$ cat src/rtl/excess3_bcd_arbiter.sv
// Two-requester excess-3 to BCD converter with burst-limited round-robin grant.
// Define EXCESS3_ERR_COUNT_EN to add the saturating illegal-code counter output err_count.
module excess3_bcd_arbiter #(
  parameter int BURST = 2
) (
  input  logic       clk,
  input  logic       rst_n,
  input  logic       in0_valid,
  input  logic [3:0] in0_e,
  output logic       in0_ready,
  input  logic       in1_valid,
  input  logic [3:0] in1_e,
  output logic       in1_ready,
  output logic       out_valid,
  output logic [3:0] out_b,
  output logic       out_src,
  output logic       out_err,
  input  logic       out_ready
`ifdef EXCESS3_ERR_COUNT_EN
  ,
  output logic [7:0] err_count
`endif
);

  localparam logic [1:0] IDLE   = 2'd0;
  localparam logic [1:0] SERVE0 = 2'd1;
  localparam logic [1:0] SERVE1 = 2'd2;

  logic [1:0] state_reg, state_next;
  logic [3:0] burst_reg, burst_next;
  logic       out_valid_reg;
  logic [3:0] out_b_reg;
  logic       out_src_reg;
  logic       out_err_reg;

  logic       slot_free;
  logic       grant_valid;
  logic       grant;
  logic       accept;
  logic [3:0] sel_e;
  logic       sel_legal;
  logic [3:0] conv_b;

  always_comb begin
    slot_free   = !out_valid_reg || out_ready;
    grant_valid = 1'b0;
    grant       = 1'b0;
    case (state_reg)
      SERVE0: begin
        if (in0_valid && (!in1_valid || burst_reg < 4'(BURST))) begin
          grant_valid = 1'b1;
          grant       = 1'b0;
        end else if (in1_valid) begin
          grant_valid = 1'b1;
          grant       = 1'b1;
        end
      end
      SERVE1: begin
        if (in1_valid && (!in0_valid || burst_reg < 4'(BURST))) begin
          grant_valid = 1'b1;
          grant       = 1'b1;
        end else if (in0_valid) begin
          grant_valid = 1'b1;
          grant       = 1'b0;
        end
      end
      default: begin
        if (in0_valid) begin
          grant_valid = 1'b1;
          grant       = 1'b0;
        end else if (in1_valid) begin
          grant_valid = 1'b1;
          grant       = 1'b1;
        end
      end
    endcase
    // Gating with rst_n keeps both readies low throughout reset.
    accept    = rst_n && slot_free && grant_valid;
    in0_ready = accept && !grant;
    in1_ready = accept && grant;

    sel_e     = grant ? in1_e : in0_e;
    sel_legal = (sel_e >= 4'd3) && (sel_e <= 4'd12);
    conv_b    = sel_legal ? (sel_e - 4'd3) : 4'd0;
  end

  always_comb begin
    state_next = state_reg;
    burst_next = burst_reg;
    if (accept) begin
      if ((state_reg == SERVE0 && !grant) || (state_reg == SERVE1 && grant)) begin
        burst_next = (burst_reg == 4'd15) ? 4'd15 : burst_reg + 4'd1;
      end else begin
        state_next = grant ? SERVE1 : SERVE0;
        burst_next = 4'd1;
      end
    end else if (slot_free && !in0_valid && !in1_valid) begin
      state_next = IDLE;
      burst_next = 4'd0;
    end
  end

  always_ff @(posedge clk) begin
    if (!rst_n) begin
      state_reg     <= IDLE;
      burst_reg     <= 4'd0;
      out_valid_reg <= 1'b0;
      out_b_reg     <= 4'd0;
      out_src_reg   <= 1'b0;
      out_err_reg   <= 1'b0;
    end else begin
      state_reg <= state_next;
      burst_reg <= burst_next;
      // A new accept overwrites the slot on the same edge it is consumed.
      if (accept) begin
        out_valid_reg <= 1'b1;
        out_b_reg     <= conv_b;
        out_src_reg   <= grant;
        out_err_reg   <= !sel_legal;
      end else if (out_ready) begin
        out_valid_reg <= 1'b0;
      end
    end
  end

`ifdef EXCESS3_ERR_COUNT_EN
  logic [7:0] err_count_reg;

  always_ff @(posedge clk) begin
    if (!rst_n) begin
      err_count_reg <= 8'd0;
    end else if (accept && !sel_legal && err_count_reg != 8'd255) begin
      err_count_reg <= err_count_reg + 8'd1;
    end
  end

  assign err_count = err_count_reg;
`endif

  assign out_valid = out_valid_reg;
  assign out_b     = out_b_reg;
  assign out_src   = out_src_reg;
  assign out_err   = out_err_reg;

endmodule
$ cat config.mk
export PLATFORM = sky130hd
export DESIGN_NAME = excess3_bcd_arbiter
export DESIGN_NICKNAME = d
export VERILOG_FILES = /design/src/rtl/excess3_bcd_arbiter.sv
export SDC_FILE = /design/constraint.sdc
export NUM_CORES = 1
export LEC_CHECK = 0
export CAP_MARGIN = 40
export CORE_ASPECT_RATIO = 0.9
export CORE_MARGIN = 3
export CORE_UTILIZATION = 50
export CTS_CLUSTER_DIAMETER = 60
export CTS_CLUSTER_SIZE = 10
export DETAILED_ROUTE_END_ITERATION = 7
export MAX_ROUTING_LAYER = met4
export PLACE_DENSITY = 0.82
export SKIP_CTS_REPAIR_TIMING = 1
export SYNTH_ARGS = -nofsm -noshare
export SYNTH_HDL_FRONTEND = slang
export SYNTH_SLANG_ARGS = --single-unit
$ cat constraint.sdc
create_clock -name clk -period 5 [get_ports clk]
set_clock_uncertainty 0.1 [all_clocks]
set_input_delay 1.5 -clock clk [delete_from_list [all_inputs] [get_ports clk]]
set_output_delay 1.5 -clock clk [all_outputs]
set_load 0.05 [all_outputs]
# --- Word level (Yosys, flattened, before mapping) ---
# Index checks and enable logic that the tools add are counted.
word_totals:
  regBits: 13
  output_inout_bits: 9
op_classes:
  mux: 22
  n_addsub: 2
  magnitude_cmp: 3
  n_reduce_logical: 23
  n_eq_ne: 4
op_table:
  columns: ["cell", "count"]
  rows:
  - ["$mux W4", 6]
  - ["$logic_and A1 B1 Y1", 11]
  - ["$mux W1", 10]
  - ["$mux W2", 4]
  - ["$logic_not A1 Y1", 5]
  - ["$add A4 B1 Y4 const B", 1]
  - ["$eq A4 B4 Y1 const B", 1]
  - ["$ge A4 B2 Y1 const B", 1]
  - ["$le A4 B4 Y1 const B", 1]
  - ["$logic_or A1 B1 Y1", 4]
  - ["$lt A4 B2 Y1 const B", 1]
  - ["$pmux W1 S2", 2]
  - ["$reduce_bool A2 Y1", 2]
  - ["$sub A4 B2 Y4 const B", 1]
  - ["$eq A2 B1 Y1 const B", 1]
  - ["$eq A2 B2 Y1 const B", 1]
  - ["$ne A2 B2 Y1 const B", 1]
  - ["$reduce_and A2 Y1", 1]

# --- Depth between registers and ports, before layout ---
logic_depth:
  depth_word: 10
  depth_mapped: 10

# --- Worst setup path before layout ---
# OpenSTA, ideal clock, no wires.
synth_path:
  kind: "input to output"
  start: "in in1_valid"
  end: "out in1_ready"
  n_path_buf: 0
  required_time_ns: 3.400
  cell_stages: 3
  arrival_ns: 2.986
  slack_ns: 0.414
  cell_sequence: "a21bo_2 a311oi_4 nor2b_1"
synth_between:
  elab_chain_len: 7
synth_lines:
  columns: ["element", "line", "rtl"]
  rows:
  - ["start: declaration", "11", "input logic in1_valid,"]
  - ["$logic_not A1 Y1", "50", "if (in0_valid && (!in1_valid || burst_reg < 4'(BURST))) begin"]
  - ["$logic_or A1 B1 Y1", "50", null]
  - ["$logic_and A1 B1 Y1", "50", null]
  - ["$mux W1", "50", null]
  - ["$pmux W1 S2", "48", "case (state_reg)"]
  - ["$logic_and A1 B1 Y1", "78", "accept = rst_n && slot_free && grant_valid;"]
  - ["$logic_and A1 B1 Y1 (*)", "80", "in1_ready = accept && grant;"]
  - ["end: declaration", "13", "output logic in1_ready,"]
# Every way passes the cells marked *; elsewhere a longest branch is shown, timed or not.

# --- Worst setup path after layout ---
layout_path:
  start: "in in0_valid"
  end: "out in1_ready"
layout_between:
  elab_chain_len: 7
layout_lines:
  columns: ["element", "line", "rtl"]
  rows:
  - ["start: declaration", "8", "input logic in0_valid,"]
  - ["$logic_not A1 Y1", "59", "if (in1_valid && (!in0_valid || burst_reg < 4'(BURST))) begin"]
  - ["$logic_or A1 B1 Y1", "59", null]
  - ["$logic_and A1 B1 Y1", "59", null]
  - ["$mux W1", "59", null]
  - ["$pmux W1 S2", "48", null]
  - ["$logic_and A1 B1 Y1", "78", null]
  - ["$logic_and A1 B1 Y1 (*)", "80", null]
# Marks and branches as above.

==> run_results.csv <==
group,metric,value,unit
synthesis,syn_nets,106,
synthesis,synth-simple-area-share,17.0,%
setup_path,crit_type,"in2out",
place,hpwl,1510,um
synthesis,syn_area_per_cell,9.11,sq um
synthesis,synthDistinctLibCells,37,
synthesis,synth-compound-area-share,31.0,%
synthesis,netlist.area_leader.share,32.1,%
clock_tree,clkSinkCount,13,
synthesis,syn_area,811,sq um
pwr,leakage,0.429,nW
final_layout,nNetsFinal,133,
place,portBuffers,21,
floorplanning,die_y,44.2,um
route,routed_wl,1940,um
clock_tree,cts_buffers,3,
synthesis,ys_top_cells_by_area,"dfxtp_1, ha_1, a22o_1",
clock_tree,clk_pin_slew_worst_paths,80,ps
final_layout,final_cell_mix,"clkdlybuf4s50_1, dfxtp_1, nand2_1",
synthesis,synth_async_sr_flop_share,0,%
floorplanning,die-area,0.00214,sq mm
floorplanning,fp-row-count,13,
synthesis,synth_seq_cells,13,
min_path,min_path_type,"reg2reg",
final_layout,final_cell_area,0.00109,sq mm
route,viasPerCell,5.66,
synthesis,synth_edf_count,0,
route,firstDrtPassIters,4,
synthesis,synth_mux_area_share,7.25,%
floorplanning,start_util,54.8,%
setup_path,cp_max_fo,6,
place,place.gp.congestion,0.811,
pwr,p_total,0.000277,W
place,dpl_cell_area,0.00106,sq mm
setup_path,crit_slowest_cell,"clkdlybuf4s50_1",
global_routing,grt_pass1_wl,3240,um
clock_tree,cts_tree,"done",
final_layout,diodes,0,
timing,setup_violations,0,
floorplanning,die-width,48.4,um
setup_path,r2r_setup_slack,1800,ps
setup_path,r2r-end,"out_b[2]",
setup_path,cpPeakStageDelay,530,ps
route,num_vias,776,
timing,tightest_slew,601,ps
route,drt_iter0_drc,20,
pwr,cellPowerDensity,254,mW/mm^2
setup_path,crit_start,"in0_valid",
min_path,min_path_cells,1,
route,wl_per_cell,14.1,um
route,drc_errors,0,
final_layout,area_growth,34.1,%
setup_path,crit_path_start_kind,"input port",
global_routing,grt_pass1_vias,771,
route,postRouteAntennaNets,0,
timing,hold_viol_final,0,
final_layout,drive_gt1_share,13.9,%
setup_path,rr_startpoint,"state_reg[0]",
synthesis,ys_seq_area_share,32.1,%
setup_path,reg2regPathDepth,11,
min_path,hold_end,"out_src",
clock_tree,cts-root-buf,"clkbuf_4",
synthesis,yosys.area.top_type,"dfxtp_1",
final_layout,fin_util,73.5,%
synthesis,ys.flop_type,"dfxtp_1",
setup_path,crit_required,3400,ps
timing,rsz0062_at_grt,"no",
setup_path,cp-end-kind,"output pin",
global_routing,antenna_found_initial,0,
synthesis,yosysWarnings,0,
min_path,min_from,"out_src",
timing,tns,0,ps
setup_path,cp.arrival,3120,ps
synthesis,syn_inst,89,
synthesis,synth_xor_area_share,3.24,%
global_routing,grt_start_max_net_pins,10,
global_routing,grt-ovfl-total,0,
clock_tree,clock_path_buffers,2,
run,drv_cap,0,
clock_tree,htree_levels,1,
synthesis,synthAdderAreaFrac,6.17,%
outcome,outcome,"completed",
floorplanning,fp.coreArea,0.00148,sq mm
global_routing,grt_use_total,20.5,%
clock_tree,clock_latency,270,ps
pwr,peakVddDrop,0.000249,V
final_layout,layout_commonest_cell,"clkdlybuf4s50_1",
final_layout,final_cells,137,
timing,min_period,4720,ps
timing,maxSlewHeadroom,59.9,%
timing,fmax,0.212,GHz
setup_path,cp_cell_sequence,"clkdlybuf4s50_1 -> a21bo_2 -> a311oi_4 -> nor2b_1 -> buf_12",
synthesis,synth_top_family_by_area,"compound AO/OA/AOI/OAI gates",
timing,fin_crit_sh,94.4,%
floorplanning,io_pins,22,
place,placed_cells,133,
timing,drv_slew,0,
## per-layer routing
layer	GRT usage (%)	part of all wire (%)
met5	-	0
met4	5.68	0.52
met1	23.7	49
met2	34.9	46
met3	6.40	4.3
## worst max-delay path, delay by kind of cell
family          cells  cell delay, ps
simple gates        1             350
buf+inv             2             710
compound gates      2             550
## report_power, final
group          internal (W)  switching, W  total (W)
registers          0.000111    0.00000498   0.000116
clock network     0.0000297     0.0000345  0.0000642
logic             0.0000421     0.0000543  0.0000964
total              0.000183     0.0000938   0.000277
## cell families (layout without fill, tap and decap cells)
kind of cell	Yosys count	in the layout
AND/OR/NAND/NOR	26	26
AO/OA/AOI/OAI	33	33
buffers and inverters	5	31
adder cells (fa/ha/maj)	4	4
flip-flops	13	13
XOR/XNOR	3	3
multiplexers	5	5
## area by class of cell
type	instances	area (sq um)
clock buffers	3	22.5
inverters	4	15.0
flip-flops and latches	13	260
well taps	22	27.5
clock inverters	1	5.00
multi-input cells	71	524
repair buffers	23	233
fillers	102	393
## how the worst max path moves through the flow
stage | to | slack (ps) | cells after the start
2_1_floorplan | in1_ready | 410 | 3
6_report | in1_ready | 280 | 5
5_1_grt | in1_ready | 210 | 5
3_5_place_dp | in1_ready | 280 | 5
3_3_place_gp | in1_ready | 330 | 5
4_1_cts | in1_ready | 270 | 5
## synthesized netlist by cell type, types with 3 or more instances
library cell / n
a21oi_1: 5
a22o_1: 5
dfxtp_1: 13
ha_1: 4
inv_1: 4
mux2_2: 3
nand2_1: 9
nand3_1: 3
nor2_1: 3
o21ai_0: 5
o31ai_1: 4
## stage by stage
stage                     setup slack [ps]  hold slack, ps
final                                  281             357
after global routing                   213             379
after CTS                              269             362
after detailed placement               277             343
after global placement                 330             350
after floorplan                        414             377
No activity file was read; power rests on OpenSTA's default activity.
